File: src/rtl/mux8to1_rr_pkg.sv
// Shared definitions for the 8-channel round-robin registered multiplexer.
//   NumCh   : number of channels (8)
//   IdxW    : width of a channel index (3)
//   state_e : controller state, IDLE (no word held) / HOLD (word presented)
//   onehot8 : decode a channel index to an 8-bit one-hot vector
package mux8to1_rr_pkg;

  localparam int unsigned NumCh = 8;
  localparam int unsigned IdxW  = 3;

  typedef enum logic {
    IDLE = 1'b0,
    HOLD = 1'b1
  } state_e;

  function automatic logic [NumCh-1:0] onehot8(input logic [IdxW-1:0] idx);
    logic [NumCh-1:0] v;
    v      = '0;
    v[idx] = 1'b1;
    return v;
  endfunction

endpackage

File: src/rtl/mux8to1_rr_pick8.sv
// rr_pick8: round-robin index search over an 8-bit request vector.
// Returns the first set bit scanning upward from ptr+1 (modulo 8); ptr itself
// is examined last, so the most recently served channel has lowest priority.
// Ports:
//   vec   : candidate request vector
//   ptr   : index of the most recently granted channel
//   idx   : selected channel (equals ptr when nothing is found)
//   found : at least one bit of vec is set
module rr_pick8
  import mux8to1_rr_pkg::*;
(
  input  logic [NumCh-1:0] vec,
  input  logic [IdxW-1:0]  ptr,
  output logic [IdxW-1:0]  idx,
  output logic             found
);

  logic [IdxW-1:0] cand;

  // Walk offsets from farthest to nearest; the nearest hit is written last and wins.
  always_comb begin
    idx   = ptr;
    found = 1'b0;
    cand  = ptr;
    for (int k = NumCh; k >= 1; k--) begin
      cand = ptr + IdxW'(k);
      if (vec[cand]) begin
        idx   = cand;
        found = 1'b1;
      end
    end
  end

endmodule

File: src/rtl/mux8to1_rr.sv
// mux8to1_rr: 8-to-1 round-robin multiplexer with a registered output word
// and a valid/ready handshake.
// Ports:
//   clk     : clock, rising edge
//   rst     : asynchronous active-high reset
//   enable  : permits new grants (an in-flight word is always completed)
//   req     : per-channel request lines
//   din     : channel data, channel i at din[i*DW +: DW]
//   ready   : downstream accepts the presented word
//   sel_out : granted channel index (registered)
//   dout    : captured data of the granted channel (registered)
//   valid   : sel_out/dout hold a word
//   ack     : one-hot acknowledge to the served channel on a handshake (combinational)
//   err     : sticky flag, set when a grant considers more than one request
// Build option: define MUX8_ONEHOT_CHK_EN to include the multi-request checker;
// otherwise err is tied to 0.
module mux8to1_rr
  import mux8to1_rr_pkg::*;
#(
  parameter int unsigned DW = 1
) (
  input  logic                clk,
  input  logic                rst,
  input  logic                enable,
  input  logic [NumCh-1:0]    req,
  input  logic [NumCh*DW-1:0] din,
  input  logic                ready,
  output logic [IdxW-1:0]     sel_out,
  output logic [DW-1:0]       dout,
  output logic                valid,
  output logic [NumCh-1:0]    ack,
  output logic                err
);

  state_e          state_q;
  logic [IdxW-1:0] sel_q;
  logic [IdxW-1:0] ptr_q;
  logic [DW-1:0]   dout_q;

  logic [NumCh-1:0] cand_vec;
  logic [IdxW-1:0]  pick_idx;
  logic             pick_found;
  logic             grant;

  // On a handshake the channel just served is masked out so a persistent
  // requester cannot be re-granted back-to-back ahead of others.
  always_comb begin
    cand_vec = req;
    if (state_q == HOLD) begin
      cand_vec = req & ~onehot8(sel_q);
    end
  end

  rr_pick8 u_pick (
    .vec   (cand_vec),
    .ptr   (ptr_q),
    .idx   (pick_idx),
    .found (pick_found)
  );

  assign grant = enable && pick_found && ((state_q == IDLE) || ready);

  always_ff @(posedge clk or posedge rst) begin
    if (rst) begin
      state_q <= IDLE;
      sel_q   <= '0;
      dout_q  <= '0;
      ptr_q   <= IdxW'(NumCh - 1);
    end else begin
      unique case (state_q)
        IDLE: begin
          if (grant) begin
            state_q <= HOLD;
            sel_q   <= pick_idx;
            dout_q  <= din[DW*int'(pick_idx) +: DW];
            ptr_q   <= pick_idx;
          end
        end
        HOLD: begin
          if (ready) begin
            if (grant) begin
              sel_q  <= pick_idx;
              dout_q <= din[DW*int'(pick_idx) +: DW];
              ptr_q  <= pick_idx;
            end else begin
              state_q <= IDLE;
            end
          end
        end
        default: state_q <= IDLE;
      endcase
    end
  end

  assign valid   = (state_q == HOLD);
  assign sel_out = sel_q;
  assign dout    = dout_q;
  assign ack     = (valid && ready) ? onehot8(sel_q) : '0;

`ifdef MUX8_ONEHOT_CHK_EN
  logic err_q;
  logic multi_req;

  // Clearing the lowest set bit leaves something only if two or more were set.
  assign multi_req = |(cand_vec & (cand_vec - NumCh'(1)));

  always_ff @(posedge clk or posedge rst) begin
    if (rst) begin
      err_q <= 1'b0;
    end else if (grant && multi_req) begin
      err_q <= 1'b1;
    end
  end

  assign err = err_q;
`else
  assign err = 1'b0;
`endif

endmodule

File: config.mk
export PLATFORM = sky130hd
export DESIGN_NAME = mux8to1_rr
export DESIGN_NICKNAME = d
export VERILOG_FILES = /design/src/rtl/mux8to1_rr_pkg.sv /design/src/rtl/mux8to1_rr_pick8.sv /design/src/rtl/mux8to1_rr.sv
export SDC_FILE = /design/constraint.sdc
export NUM_CORES = 1
export LEC_CHECK = 0
export CAP_MARGIN = 20
export CORE_MARGIN = 2
export CORE_UTILIZATION = 55
export DETAILED_ROUTE_END_ITERATION = 10
export PLACE_DENSITY = 0.86
export SYNTH_ARGS = -nofsm -noshare
export SYNTH_HDL_FRONTEND = slang
export SYNTH_SLANG_ARGS = --single-unit
File: constraint.sdc
create_clock -name clk -period 6.59 [get_ports clk]
set_input_delay 1.6475 -clock clk [delete_from_list [all_inputs] [get_ports clk]]
set_output_delay 1.6475 -clock clk [all_outputs]
set_load 0.01 [all_outputs]
==> metrics.txt <==
Avg Synthesized Cell Area 8.23 um2; # setup viols final 0; nets@finish 235; setup tns final 0 ns; DRC viols 0; CTS Buffer Depth 2; fmax 212 MHz; hold_buf cts 0; Layout fillers 227; fraction of layout cells with a size suffix above 1 12.3%; number of setup buffers added after CTS 0; CP startpoint ready; outcome finished clean; root buffer cell clkbuf_4; arrival time worst endpoint 3.06 ns; CTS Sinks 8; Initial DRC Count 126; Main synth FF type dfrtp_1; Starting Density 57.1%; Max Slew Vio Count 0; crit path time final 4.71 ns; TritonCTS Buffers 3; CTS tree built; post-synthesis sequential area ratio 13.2%; worst skew pair latency 0.26 ns; critical path type in -> out; clock slew at reported path FFs 0.06 ns; diode count 0; Netlist cell types 56; GPL Wtd Cong 0.954; non-filler cells, final 243; Initial DRT Pass Iterations 5; # rows 19; Port-buffer cells 32; CP required 4.94 ns; Yosys top cell area share 13.1%; Max Cap Violations 0; Via density 6.91; number of routed nets with antenna violations 0; post-synth net total 210; DR WL/cell 18.2 um; Routed Wire Length 4.42 mm; Rel. slew slack 52.7%; largest net degree at the start of global routing 21; most common cell in the synthesized netlist nand2_1; Synth area leaders mux4_2 (13%), dfrtp_1 (8.1%), nand2_1 (5.8%); Post-synth EDFFs 0; Warnings, synthesis 0; final hold vios 0; Setup crit start kind input port; Inst Count DP 239; Mapped Cells 188; Resize count post-CTS 0; skew final 0.0108 ns; DP Wirelength 3.39 mm; global-route wire length before repair 7.61 mm; gr usage total 28.8%; die extent in x 57.0 um; worst hold start dout$_DFFE_PP0P_; r2r startpoint ptr_q[0]$_DFFE_PP1P_; biggest area consumer among synthesized cells mux4_2; die area 0.00325 mm2; Core Region 0.00271 mm2; async set-reset flop share out of synthesis 100%; worst hold path class reg -> reg; Tcrit/Tclk final 71.5%; H-Tree Depth 1; Tightest Pin Transition 0.710 ns; via count 1679; CP Capture Type output pin; vias in the first global route 1626; Post-synth top cells nand2_1 (24), o21ai_0 (13), inv_1 (12), nor2_1 (12); die height 57.0 um; total gr overflow 0; number of placed I/O pins 34; area delta synth->final 20.8%; initial antenna violation count 0; Max Fanout on Critical Path 4; RSZ-0062 raised after global routing false; register bit count reported by yosys 8; cell area after synthesis 0.00155 mm2
state kept, by name (all words and copies together) (netlist names):
| name | cells |
|---|---|
| dout | 1 |
| sel_out | 3 |
| valid | 1 |
| ptr_q | 3 |
cells in the final DEF (no fill, tap or decap), types with 3 or more instances in the layout:
master	netlist	final
nand2_1	24	24
nand4bb_1	3	3
clkbuf_4	0	3
and2_1	4	4
dfstp_2	3	3
a32o_1	3	3
mux4_2	9	9
a21oi_1	3	3
nor2b_1	9	9
o211ai_1	3	3
nor2_1	12	12
inv_1	12	12
a32oi_1	3	3
o21ai_0	13	13
nand3_1	9	9
nor3_1	5	5
dfrtp_1	5	5
clkdlybuf4s50_1	0	32
nand4b_1	3	3
mux2i_1	8	8
nand4_1	4	4
worst paths after layout:
kind | end | slack, ns | cells after the start
setup / recovery | ack[1] | 1.88 | 4
hold / removal | dout$_DFFE_PP0P_ | 0.60 | 2
setup reg to reg | dout$_DFFE_PP0P_ | 2.20 | 10
hold reg to reg | dout$_DFFE_PP0P_ | 0.60 | 2
max in group asynchronous | ptr_q[2]$_DFFE_PP1P_ | 4.69 | 2
min in group asynchronous | dout$_DFFE_PP0P_ | 1.61 | 2
per-stage QoR:
stage | hold WS, ns | cell area, um2 | setup slack [ns] | util [%]
after floorplan | 0.615 | 1550 | 2.83 | -
after CTS | 0.612 | 1870 | 1.87 | 69.0
after global routing | 0.656 | 1870 | 1.80 | 69.0
after detailed placement | 0.607 | 1840 | 1.86 | 68.0
after global placement | 0.597 | 1840 | 1.92 | 68.0
final | 0.601 | 1870 | 1.88 | 69.0
area by class of cell:
class	instances	area, um2	area share, %
Sequential cell	8	204	10.9
Multi-Input combinational cell	155	1230	65.9
Timing Repair Buffer	32	320	17.1
Tap cell	31	38.8	2.07
Inverter	13	48.8	2.61
Clock buffer	4	26.3	1.41
layer usage:
layer / share of wire (%) / global-route usage, % / up-vias
met5: 0 / 0 / -
met4: 2.2 / 8.64 / 0
met3: 8.9 / 4.99 / 18
met2: 48 / 47.1 / 99
met1: 41 / 39.2 / 799
li1: - / - / 763
critical path, stage by stage:
cell	delay [ns]
clkdlybuf4s50_1	0.51
nand3_1	0.17
nor3_1	0.17
clkdlybuf4s50_1	0.57
cells by family after synthesis:
family,synth area share (%)
xor gates and xnor gates,4.04
DFF,13.2
other,0.242
adders and majority gates,1.62
and+or+nand+nor,26.8
buffers and inverters,7.28
AOI/OAI and AO/OA,26.4
muxes,20.5
Power is left out: the tool's default activity adds up to more than one toggle a clock period on the data nets, which glitch-free logic cannot reach.
==> variant 1: new RTL, same flow settings <==
The option `MUX8_ONEHOT_CHK_EN` is turned on by a define.
--- a/src/rtl/mux8to1_rr.sv
+++ b/src/rtl/mux8to1_rr.sv
@@ -16,2 +16,4 @@
 // otherwise err is tied to 0.
+`define MUX8_ONEHOT_CHK_EN
+
 module mux8to1_rr
Formal check against the unedited RTL: not equivalent (a bounded check fails within 4 cycles, from zero or initial values and one cycle with rst high).
==> variant 1 against the original RTL <==
  * Area after synthesis is 19% higher
  * Wire length is 9.5% higher
  * Setup slack better by 0.030 ns
  * Non-clock buffer count is 1 higher
  * Final cell count is 21% higher
  * Sequential cell count is 1 higher
  * Final area is 15% higher
  * Highest routed layer unchanged
==> variant 1: results (changes against the original RTL) <==
Outcome
  • Status: completed

Die
  • Die width: 61.93 um (+8.6%)

Drt
  • Routed via count: 1,922 (+14%)
  • 1st-pass router iterations: 4 (-1)
  • Routed WL: 4846 um (+9.5%)
  • Initial drt markers: 172 (+37%)
  • Routed vias/inst: 6.537 (-5.4%)

Yosys
  • Syn_nets: 251 (+20%)
  • Post-synth top flop: dfrtp_1
  • Synth top cells by count: 24 x nand2_1, 17 x nor2_1, 15 x inv_1, 15 x nand2b_1, 11 x a21oi_1
  • Syn Inst Count: 229 (+22%)
  • Top post-synthesis cells by area: mux4_2 9.8%, dfrtp_1 8.1%, nand2b_1 5.1%
  • Post-synthesis cell type count: 62 (+11%)
  • Seq/Total Area, Yosys: 12.41% (-0.77 points)

Global routing
  • Number of global-route vias before repair: 1,714 (+5.4%)
  • Largest net degree at the start of global routing: 26 (+24%)
  • GR Util All Layers: 27.51% (-1.3 points)
  • Initial antenna violation count: 0 (unchanged)
  • First-pass GRT wire length: 7859 um (+3.3%)

Cells and area
  • Share of cells above drive strength 1: 10.48% (-1.8 points)
  • Fill count: 293 (+29%)
  • Final net count: 271 (+15%)

Placed design
  • Number of port buffers: 33 (+3.1%)
  • Cell total after placement: 290 (+21%)
  • Post-detail-place hpwl: 3792 um (+12%)
  • Pre-CTS setup slack: 1.843 ns (-0.01773 ns)
  • GPL Wtd Cong: 0.8686 (-8.9%)

STA
  • Final Cycle Share: 71.05% (-0.46 points)
  • Setup Skew: 0.008040 ns (-0.002769 ns)
  • Worst slew margin: 55.35% (+2.7 points)
  • Final setup violating endpoints: 0 (unchanged)

Worst setup path
  • Reg2reg path depth: 11 (+1)
  • R2R Setup Slk: 2.02 ns (-0.18 ns)
  • CP endpoint: ack[2]
  • Arrival time of the worst setup path: 3.03 ns (-0.03 ns)
  • CP max FO: 4 (unchanged)

Clock network
  • H-tree Lvls: 1 (unchanged)
  • Clock tree buffer depth: 2 (unchanged)
## variant 1: cell types whose count changed after synthesis, moves of 5 or more
cell | before | now
a21oi_1 | 3 | 11
nand2b_1 | 2 | 15
nor2_1 | 12 | 17
o32a_1 | 0 | 6
o32ai_1 | 0 | 5
o21ai_0 | 13 | 2
o22ai_1 | 0 | 5
## variant 1: how the worst min path moves through the flow
stage | from | to | slack, ns
after floorplan | err$_DFFE_PP0P_ | err$_DFFE_PP0P_ | 0.50
after global placement | err$_DFFE_PP0P_ | err$_DFFE_PP0P_ | 0.45
after detailed placement | err$_DFFE_PP0P_ | err$_DFFE_PP0P_ | 0.46
after CTS | err$_DFFE_PP0P_ | err$_DFFE_PP0P_ | 0.48
after global routing | dout$_DFFE_PP0P_ | dout$_DFFE_PP0P_ | 0.52
final | err$_DFFE_PP0P_ | err$_DFFE_PP0P_ | 0.48
## variant 1: metal layers
layer / up-vias / global-route usage, % / wire, um
met5: - / 0 / 0
met4: 0 / 10.03 / 87
met2: 88 / 47.07 / 2394
li1: 928 / - / -
met3: 7 / 1.035 / 259
met1: 899 / 37.18 / 2104
## variant 1: critical path, cell delays in order
cell,delay [ns]
clkdlybuf4s50_1,0.49
nand3_1,0.15
nor3_1,0.18
clkdlybuf4s50_1,0.56
## variant 1: power groups by stage
stage          combinational, mW  sequential (mW)  clock, mW
2_1_floorplan               1.02            0.120          0
3_3_place_gp                1.14            0.184          0
3_5_place_dp                1.17            0.186          0
4_1_cts                     1.18            0.185     0.0449
5_1_grt                     1.28            0.198     0.0454
6_report                    1.19            0.185     0.0429
## variant 1: cell families (layout without fill, tap and decap cells)
kind of cell,after synthesis,after routing,share of synthesized area [%]
adders and majority gates,3,3,1.898
muxes,18,18,15.59
xor gates and xnor gates,3,3,1.424
buffers and inverters,33,52,8.881
AOI/OAI and AO/OA,68,68,29.36
and+or+nand+nor,95,95,30.44
DFF,9,9,12.41
## variant 1: area by class of cell
type,instances,area (sq um),share of cell area (%)
Sequential cell,9,229.0,10.64
Inverter,15,56.30,2.616
Timing Repair Buffer,33,330.3,15.35
Clock buffer,4,26.28,1.221
Multi-Input combinational cell,187,1453,67.50
Tap cell,46,57.56,2.674
## variant 1: metrics by stage
| step | power [mW] | hold WS, ns | cell area [sq um] |
|---|---|---|---|
| final | 1.413 | 0.4809 | 2152 |
| after floorplan | 1.136 | 0.5025 | 1846 |
| after global placement | 1.324 | 0.4516 | 2126 |
| after global routing | 1.527 | 0.5230 | 2152 |
| after detailed placement | 1.355 | 0.4631 | 2126 |
| after CTS | 1.405 | 0.4784 | 2152 |
==> variant 2: new RTL, config.mk and constraints unchanged <==
Without the edit above. Set the package constant `NumCh` to 9 (it was 8). Comments in the files are not updated.
--- a/src/rtl/mux8to1_rr_pkg.sv
+++ b/src/rtl/mux8to1_rr_pkg.sv
@@ -7,3 +7,3 @@
 
-  localparam int unsigned NumCh = 8;
+  localparam int unsigned NumCh = 9;
   localparam int unsigned IdxW  = 3;
Interface: changed (resized ack, din and req); port bits go from 34 to 37. No check against the original RTL was run, so the function may have changed too.
==> variant 2 against the original RTL <==
  * Sequential cell count shrank 3
  * Area after synthesis down 19%
  * Count of clock-buffer cells in the layout did not move
  * Final area down 16%
  * Wire length is 25% lower
  * Critical endpoint is now ack[0]
  * Setup slack better by 0.065 ns
Power is left out: the tool's default activity adds up to more than one toggle a clock period on the data nets, which glitch-free logic cannot reach.
==> variant 2: results (changes against the original RTL) <==
Worst setup path
  • Reg2reg path depth: 11 (+1)
  • Arrival time of the worst setup path: 3.00 ns (-0.06 ns)
  • R2R Setup Slk: 2.74 ns (+0.54 ns)
  • FF-to-FF Start: sel_out[0]$_DFFE_PP0P_

Yosys
  • Adder-Cell Fraction of Synth Area: 6.024% (+4.4 points)
  • Synth Area in XOR/XNOR: 2.108% (-1.9 points)
  • Post-synthesis cell type count: 58 (+3.6%)
  • Synth top cells by count: 23 x nand2_1, 11 x a21oi_1, 11 x and2_1, 7 x nand3_1
  • Top post-synthesis cells by area: dfrtp_1 10%, mux4_2 9.0%, nand2_1 6.9%
  • Seq/Total Area, Yosys: 10.04% (-3.1 points)
  • Compound-cell area share of the yosys netlist: 27.81% (+1.5 points)

Global routing
  • Number of global-route vias before repair: 1,263 (-22%)
  • First-pass GRT wire length: 5533 um (-27%)
  • Largest net degree at the start of global routing: 23 (+9.5%)
  • GR Util All Layers: 26.57% (-2.2 points)

Outcome
  • Status: completed

Cells and area
  • Share of cells above drive strength 1: 12.83% (+0.57 points)
  • Final net count: 216 (-8.1%)

Drt
  • 1st-pass router iterations: 4 (-1)
  • Initial drt markers: 30 (-76%)
  • Routed via count: 1,337 (-20%)

Placed design
  • GPL Wtd Cong: 0.9444 (-0.99%)
  • DP Area: 1548 sq um (-16%)

Worst hold path
  • Hold Path Depth: 1 (-1)

STA
  • Worst slew margin: 46.91% (-5.8 points)
variant 2: changes by cell type after synthesis, sizes merged, moves of 4 or more:
cell	delta
and2	+8
o21ai	-9
nor2b	-6
mux2i	-4
inv	-6
mux2	+5
a21oi	+6
ha	+4
nor2	-6
mux4	-4
variant 2: area by class of cell:
class                   count  area, sq um
inverters                   8        31.28
well taps                  28        35.03
fillers                   172        595.6
flip-flops and latches      5        125.1
multi-input cells         138         1036
repair buffers             32        320.3
clock buffers               4        26.28
variant 2: kinds of logic (layout without fill, tap and decap cells):
family                     after synthesis  count (layout)
and+or+nand+nor                         68              68
AOI/OAI and AO/OA                       43              43
buffers and inverters                   17              44
muxes                                   16              16
adders and majority gates                6               6
DFF                                      5               5
xor gates and xnor gates                 3               3
other                                    1               2
variant 2: worst max-delay path by stage:
stage | start | end | slack [ns] | depth (start not counted)
2_1_floorplan | ready | ack[0] | 2.94 | 2
3_3_place_gp | ready | ack[4] | 1.97 | 4
3_5_place_dp | ready | ack[0] | 1.93 | 4
4_1_cts | ready | ack[0] | 1.93 | 4
5_1_grt | ready | ack[7] | 1.87 | 4
6_report | ready | ack[0] | 1.94 | 4
variant 2: per-stage QoR:
stage | util [%] | hold WS [ns] | cells | setup slack, ns
after global routing | 72.55 | 0.5631 | 215 | 1.874
after floorplan | - | 0.5513 | 160 | 2.939
after global placement | 71.34 | 0.5199 | 211 | 1.967
after detailed placement | 71.34 | 0.5187 | 211 | 1.935
after CTS | 72.55 | 0.5424 | 215 | 1.933
final | 72.55 | 0.5508 | 215 | 1.943
variant 2: routing by layer:
layer / vias to the layer above / track usage, % / wire length, um
li1: 652 / - / -
met1: 627 / 33.45 / 1473
met2: 50 / 47.01 / 1626
met3: 8 / 4.310 / 178
met4: 0 / 6.579 / 48
met5: - / 0 / 0
variant 2: critical path, stage by stage:
cell and delay, ns:
clkdlybuf4s50_1 0.47, and3_1 0.20, and2_1 0.14, clkdlybuf4s50_1 0.54
